===== src/rtl/stack_mask_sequencer_pkg.sv =====
// Shared types and register-slot mask constants for the stack mask sequencer.
package stack_mask_sequencer_pkg;

  localparam int unsigned STACK_MASK_W = 16;

  // One bit per register-file slot; bit order is also the push order.
  localparam logic [STACK_MASK_W-1:0] STACK_AW   = 16'h0001;
  localparam logic [STACK_MASK_W-1:0] STACK_CW   = 16'h0002;
  localparam logic [STACK_MASK_W-1:0] STACK_DW   = 16'h0004;
  localparam logic [STACK_MASK_W-1:0] STACK_BW   = 16'h0008;
  localparam logic [STACK_MASK_W-1:0] STACK_SP   = 16'h0010;
  localparam logic [STACK_MASK_W-1:0] STACK_BP   = 16'h0020;
  localparam logic [STACK_MASK_W-1:0] STACK_IX   = 16'h0040;
  localparam logic [STACK_MASK_W-1:0] STACK_IY   = 16'h0080;
  localparam logic [STACK_MASK_W-1:0] STACK_DS1  = 16'h0100;
  localparam logic [STACK_MASK_W-1:0] STACK_PS   = 16'h0200;
  localparam logic [STACK_MASK_W-1:0] STACK_SS   = 16'h0400;
  localparam logic [STACK_MASK_W-1:0] STACK_DS0  = 16'h0800;
  localparam logic [STACK_MASK_W-1:0] STACK_PSW  = 16'h1000;
  localparam logic [STACK_MASK_W-1:0] STACK_PC   = 16'h2000;
  localparam logic [STACK_MASK_W-1:0] STACK_ALLR = 16'h00FF;

  typedef enum logic [1:0] {
    SEQ_IDLE,
    SEQ_PUSH,
    SEQ_POP,
    SEQ_FIN
  } seq_state_e;

  // Push/pop lists as carried out of the pre-decoder.
  typedef struct packed {
    logic [STACK_MASK_W-1:0] push;
    logic [STACK_MASK_W-1:0] pop;
  } stack_seq_req_t;

endpackage


===== src/rtl/stack_mask_sequencer_scan.sv =====
// Combinational find-first-set over a mask, lowest-first or highest-first.
module stack_mask_scan
  import stack_mask_sequencer_pkg::*;
#(
  parameter int unsigned MASK_W = 16,
  parameter int unsigned IDX_W  = $clog2(MASK_W)
) (
  input  logic [MASK_W-1:0] mask,
  input  logic              dir_high,
  output logic [IDX_W-1:0]  idx,
  output logic              valid
);

  // The last match written wins, so the loop direction picks the end searched.
  always_comb begin
    idx   = '0;
    valid = |mask;
    if (dir_high) begin
      for (int i = 0; i < int'(MASK_W); i++) begin
        if (mask[i]) idx = IDX_W'(i);
      end
    end else begin
      for (int i = int'(MASK_W) - 1; i >= 0; i--) begin
        if (mask[i]) idx = IDX_W'(i);
      end
    end
  end

endmodule


===== src/rtl/stack_mask_sequencer.sv =====
// Walks push then pop register masks, issuing stack bus cycles at SS:SP.
// Optional macro STACK_WRAP_FAULT_EN adds wrap_fault and aborts on SP wrap.
module stack_mask_sequencer
  import stack_mask_sequencer_pkg::*;
#(
  parameter int unsigned MASK_W    = 16,
  parameter int unsigned DATA_W    = 16,
  parameter int unsigned ADDR_W    = 20,
  parameter int unsigned SP_INDEX  = 4,
  parameter int unsigned SEG_SHIFT = 4
) (
  input  logic                      clk,
  input  logic                      reset_n,
  input  logic                      start,
  input  logic [MASK_W-1:0]         push_mask,
  input  logic [MASK_W-1:0]         pop_mask,
  input  logic [15:0]               sp_in,
  input  logic [15:0]               ss_in,
  output logic                      busy,
  output logic                      done,
  output logic [15:0]               sp_out,
  output logic [$clog2(MASK_W)-1:0] reg_rd_idx,
  input  logic [DATA_W-1:0]         reg_rd_data,
  output logic                      reg_wr_en,
  output logic [$clog2(MASK_W)-1:0] reg_wr_idx,
  output logic [DATA_W-1:0]         reg_wr_data,
  output logic                      mem_req,
  output logic                      mem_we,
  output logic [ADDR_W-1:0]         mem_addr,
  output logic [DATA_W-1:0]         mem_wdata,
  input  logic                      mem_ack,
  input  logic [DATA_W-1:0]         mem_rdata
`ifdef STACK_WRAP_FAULT_EN
  ,
  output logic                      wrap_fault
`endif
);

  localparam int unsigned IDX_W = $clog2(MASK_W);
  localparam logic [15:0] STEP = 16'(DATA_W / 8);
  localparam logic [IDX_W-1:0] SP_IDX = IDX_W'(SP_INDEX);

  seq_state_e         state;
  logic [MASK_W-1:0]  push_rem, pop_rem;
  logic [15:0]        sp, ss, sp_start;
  logic [IDX_W-1:0]   cur_idx;
  logic               wr_en_q;
  logic [IDX_W-1:0]   wr_idx_q;
  logic [DATA_W-1:0]  wr_data_q;

  logic               idle, advance, pop_wr_c;
  logic [MASK_W-1:0]  src_push, src_pop;
  logic [15:0]        src_sp, src_ss, src_sp0, push_sp, pop_sp;
  logic [ADDR_W-1:0]  seg_base;
  logic [IDX_W-1:0]   push_idx, pop_idx;
  logic               push_vld, pop_vld, push_fault, pop_fault, abort_c;

  // In IDLE the next step is taken straight from the start inputs.
  always_comb begin
    idle     = (state == SEQ_IDLE);
    src_push = idle ? push_mask : push_rem;
    src_pop  = idle ? pop_mask  : pop_rem;
    src_sp   = idle ? sp_in     : sp;
    src_ss   = idle ? ss_in     : ss;
    src_sp0  = idle ? sp_in     : sp_start;
    advance  = idle ? start
                    : ((state == SEQ_PUSH || state == SEQ_POP) && mem_req && mem_ack);
    push_sp  = src_sp - STEP;
    pop_sp   = src_sp + STEP;
    seg_base = ADDR_W'(ADDR_W'(src_ss) << SEG_SHIFT);
  end

  stack_mask_scan #(.MASK_W(MASK_W), .IDX_W(IDX_W)) u_push_scan (
    .mask     (src_push),
    .dir_high (1'b0),
    .idx      (push_idx),
    .valid    (push_vld)
  );

  stack_mask_scan #(.MASK_W(MASK_W), .IDX_W(IDX_W)) u_pop_scan (
    .mask     (src_pop),
    .dir_high (1'b1),
    .idx      (pop_idx),
    .valid    (pop_vld)
  );

`ifdef STACK_WRAP_FAULT_EN
  logic fault_q;
  assign push_fault = (src_sp < STEP);
  assign pop_fault  = (src_sp > (16'hFFFF - STEP));
  assign wrap_fault = fault_q;
`else
  assign push_fault = 1'b0;
  assign pop_fault  = 1'b0;
`endif

  assign abort_c = push_vld ? push_fault : (pop_vld && pop_fault);

  // Read index must be live at the issuing edge so push data can be registered.
  assign reg_rd_idx = ((idle && start) || state == SEQ_PUSH) ? push_idx : '0;

  // Pop data is written in the ack cycle, leaving the done cycle free for SP.
  assign pop_wr_c    = reset_n && (state == SEQ_POP) && mem_req && mem_ack && (cur_idx != SP_IDX);
  assign reg_wr_en   = pop_wr_c || wr_en_q;
  assign reg_wr_idx  = pop_wr_c ? cur_idx : wr_idx_q;
  assign reg_wr_data = pop_wr_c ? mem_rdata : wr_data_q;

  always_ff @(posedge clk) begin
    if (!reset_n) begin
      state     <= SEQ_IDLE;
      busy      <= 1'b0;
      done      <= 1'b0;
      mem_req   <= 1'b0;
      mem_we    <= 1'b0;
      mem_addr  <= '0;
      mem_wdata <= '0;
      wr_en_q   <= 1'b0;
      wr_idx_q  <= '0;
      wr_data_q <= '0;
      sp_out    <= '0;
      push_rem  <= '0;
      pop_rem   <= '0;
      sp        <= '0;
      ss        <= '0;
      sp_start  <= '0;
      cur_idx   <= '0;
`ifdef STACK_WRAP_FAULT_EN
      fault_q   <= 1'b0;
`endif
    end else begin
      done    <= 1'b0;
      wr_en_q <= 1'b0;
`ifdef STACK_WRAP_FAULT_EN
      fault_q <= 1'b0;
`endif
      if (state == SEQ_FIN) begin
        state <= SEQ_IDLE;
        busy  <= 1'b0;
      end else if (advance) begin
        if (idle) begin
          busy     <= 1'b1;
          ss       <= ss_in;
          sp_start <= sp_in;
        end
        if (push_vld && !push_fault) begin
          state     <= SEQ_PUSH;
          push_rem  <= src_push & ~(MASK_W'(1) << push_idx);
          pop_rem   <= src_pop;
          sp        <= push_sp;
          mem_req   <= 1'b1;
          mem_we    <= 1'b1;
          mem_addr  <= seg_base + ADDR_W'(push_sp);
          mem_wdata <= (push_idx == SP_IDX) ? DATA_W'(src_sp0) : reg_rd_data;
        end else if (!push_vld && pop_vld && !pop_fault) begin
          state    <= SEQ_POP;
          push_rem <= '0;
          pop_rem  <= src_pop & ~(MASK_W'(1) << pop_idx);
          sp       <= pop_sp;
          cur_idx  <= pop_idx;
          mem_req  <= 1'b1;
          mem_we   <= 1'b0;
          mem_addr <= seg_base + ADDR_W'(src_sp);
        end else begin
          // Sequence complete or aborted; SP writeback only on clean completion.
          state   <= SEQ_FIN;
          mem_req <= 1'b0;
          mem_we  <= 1'b0;
          done    <= 1'b1;
          sp_out  <= src_sp;
          if (!abort_c) begin
            wr_en_q   <= 1'b1;
            wr_idx_q  <= SP_IDX;
            wr_data_q <= DATA_W'(src_sp);
          end
`ifdef STACK_WRAP_FAULT_EN
          fault_q <= abort_c;
`endif
        end
      end
    end
  end

endmodule


===== config.mk =====
export PLATFORM = sky130hd
export DESIGN_NAME = stack_mask_sequencer
export DESIGN_NICKNAME = d
export VERILOG_FILES = /design/src/rtl/stack_mask_sequencer_pkg.sv /design/src/rtl/stack_mask_sequencer_scan.sv /design/src/rtl/stack_mask_sequencer.sv
export SDC_FILE = /design/constraint.sdc
export NUM_CORES = 1
export LEC_CHECK = 0
export BUFFER_PORTS_ARGS = -buffer_cell sky130_fd_sc_hd__buf_2
export CORE_ASPECT_RATIO = 0.7
export CORE_UTILIZATION = 40
export CTS_CLUSTER_DIAMETER = 120
export CTS_CLUSTER_SIZE = 30
export DETAILED_ROUTE_END_ITERATION = 8
export HOLD_SLACK_MARGIN = 0.12
export PLACE_DENSITY = 0.73
export SYNTH_ARGS = -nofsm -noshare
export SYNTH_HDL_FRONTEND = slang
export SYNTH_HIERARCHICAL = 1
export SYNTH_SLANG_ARGS = --single-unit

===== constraint.sdc =====
create_clock -name clk -period 5.43 [get_ports clk]
set_input_delay 0.2715 -clock clk [delete_from_list [all_inputs] [get_ports clk]]
set_output_delay 0.2715 -clock clk [all_outputs]
set_load 0.005 [all_outputs]

==> impl_metrics.yaml <==
grt:
  grt_pass1_wl_um: 41100
  first_global_vias: 7229
  grt_antenna_before_repair: 1
  grt_max_degree: 95
  grt_overflow: 0
  gr-usage-all-layers: 0.240
setup_path:
  timing.rr.start: "state[0]"
  end_kind: "register"
  arrival_ns: 5.33
  r2r_slack_ns: 0.45
  cp.required_ns: 5.78
  cp_common_cell: "nand2_1"
  max_stage_delay_ns: 0.51
  rr_worst_depth: 18
  reg2reg_to: "mem_addr[17]"
  cp-start-kind: "register"
  worstSetupPathType: "register to register"
  slowest_stage: "mux2i_1"
  crit_path_cell_trace: "inv_1 > ha_4 > buf_12 > mux2i_1 > ha_1 > nand2_1 > o21bai_2 > nor4_4 > nand2_1 > xor2_1 > ha_1 > nand2_1 > nor2_1 > a211oi_1 > o21ai_0 > a21oi_1 > nand4_1 > o211ai_1"
  critPathMaxFanout: 94
pwr:
  p_sw_w: 0.00143
  power.share.clock: 0.299
  combPwrFrac: 0.366
  internal_power_w: 0.00229
  powerDensity_nw_per_um2: 363
  pwr-share-seq: 0.336
  switching_share: 0.385
  p_leak_nw: 4.28
  power.total_w: 0.00372
  irDropWorstVdd_v: 0.000233
run:
  maxCapViolCount: 0
cts:
  clk-insertion-delay-late_ns: 0.43
  path_clk_slew_ns: 0.06
  clockBufferDepth: 2
  cts_buffers: 17
  cts_resized: 0
  clock-sinks: 142
  ctsHoldBuffers: 0
  cts_tree: "built"
  post_cts_buffers: 0
  htreeDepth: 4
  cts_root_buf: "clkbuf_16"
timing:
  max_freq_ghz: 0.201
  relSlewSlack: 0.200
  clock_skew_ns: 0.0117
  rsz0062_at_grt: "false"
  period_share: 0.917
  drv_slew: 0
  hold_viol_final: 0
  worst_pin_slew_ns: 1.20
  final.setup.worst_slack_ns: 0.453
  post-route-min-period_ns: 4.98
  timing.setup.tns_ns: 0
  setup_viol: 0
hold_path:
  hold_start: "start"
  worstHoldPathType: "input pin to register"
  whs_endpoint: "busy"
  hold_depth: 3
synthesis:
  ys_types: 78
  async_reset_ff_frac: 0
  synthMostInstantiatedCell: "nor2_1"
  synth_flop_cell: "dfxtp_1"
  netlist_top_cells_area: "dfxtp_1 33%, mux2_2 8.0%, nor2_1 7.3%"
  ys_warn_count: 6
  syn_inst: 1046
  ys_seq_area_frac: 0.331
  netlist_area_um2: 8580
  synth_enable_flop_cells: 0
  synth_common_cells: "168 x nor2_1, 142 x dfxtp_1, 93 x nand2_1, 89 x a21oi_1, 67 x a211oi_1"
  yosysTopAreaCellShare: 0.331
  synth_top_cell_by_area: "dfxtp_1"
  avgSynthCellArea_um2: 8.20
  ys_ff_latch: 142
die:
  design.die.area_um2: 22100
  fp.dieH_um: 125
  num_io_pins: 181
  dieWidth_um: 177
  fp.coreArea_um2: 20900
  start_util: 0.411
  num_rows: 44
status:
  status: "finished, final reports clean"
placement:
  gp_congestion: 0.957
  dpl.hpwl_um: 19800
  pre_cts_ws_ns: 0.567
  io_buffer_count: 180
detailed_routing:
  drcViolationCount: 0
  ant_nets: 0
  wl_um: 26900
  wl_per_cell_um: 18.1
  dr_total_vias: 8421
  dr.first_iter.drc_count: 806
  first_pass_iters: 5
  via_per_inst: 5.66
cells_and_area:
  drive_gt1_frac: 0.255
  diodes: 0
  area_delta_synth_final_pct: 19.3
  final_nets: 1320
## layer usage
metal  global-route usage  vias up  part of all wire  routed length (µm)
li1                     -     4101                 -                   -
met1                0.400     3944              0.52               14000
met2                0.305      363              0.38               10300
met3               0.0482       13             0.089                2390
met4               0.0406        0            0.0051                 138
met5                    0        -                 0                   0
## power groups by stage
stage               logic [W]  clock network [W]  registers [W]
floorplan            0.000979                  0        0.00125
global placement      0.00132                  0        0.00126
detailed placement    0.00133                  0        0.00127
CTS                   0.00134            0.00113        0.00125
global route          0.00149            0.00118        0.00126
finish                0.00136            0.00111        0.00125
## worst max path at each step
stage | from | end | cells after the start
6_report | state[0] | mem_addr[17] | 18
5_1_grt | state[0] | mem_addr[17] | 17
3_3_place_gp | state[0] | mem_addr[16] | 16
2_1_floorplan | state[0] | mem_addr[16] | 25
3_5_place_dp | state[0] | mem_addr[16] | 16
4_1_cts | state[0] | mem_addr[17] | 18
## layout make-up
cell class	count	area [µm²]
clock buffer	17	425
clock inverter	15	126
fill	2096	10600
inverter	27	103
multi-input combinational	820	5400
sequential	142	2840
tap	276	345
timing repair buffer	190	1000
## worst max-delay path, delay by kind of cell, from the launching register on
kind,cells,cell delay (ns)
AOI/OAI and AO/OA,5,1.21
muxes,1,0.51
DFF,1,0.34
adders and majority gates,3,1.01
buffers and inverters,2,0.60
and+or+nand+nor,6,0.91
xor gates and xnor gates,1,0.27
## registers in the layout (all words and copies together), names as in the netlist, 4 cells and up
name and count:
mem_addr 20, mem_wdata 16, pop_rem 16, push_rem 16, sp_start 16, ss 16
wr_data_q 16, sp 15, cur_idx 4
## cells by family after synthesis
family,share of synthesized area
flops,0.331
mux,0.127
buf+inv,0.0485
xor+xnor,0.0296
fa+ha+maj,0.0329
compound gates,0.231
simple gates,0.199
other cells,0.000875
## layout by cell type, fill, tap and decap left out, types with 18 or more instances in the layout
cell      Yosys  routed
o21ai_0      22      22
xnor2_1      18      18
a211oi_1     67      67
mux2_2       61      61
nor2_1      168     168
inv_1        25      25
ha_1         21      20
o211ai_1     18      18
buf_2        15     180
dfxtp_1     142     142
mux2i_1      33      33
a21oi_1      89      88
nand2_1      93      93
## metrics by stage
stage	cell area [µm²]	utilization	hold WS [ns]	instances
floorplan	8610	-	0.415	1054
global placement	9690	0.464	0.436	1455
detailed placement	9690	0.464	0.442	1455
CTS	10200	0.491	0.146	1487
global route	10200	0.491	0.151	1487
finish	10200	0.491	0.167	1487
(Power assumes the default switching activity.)
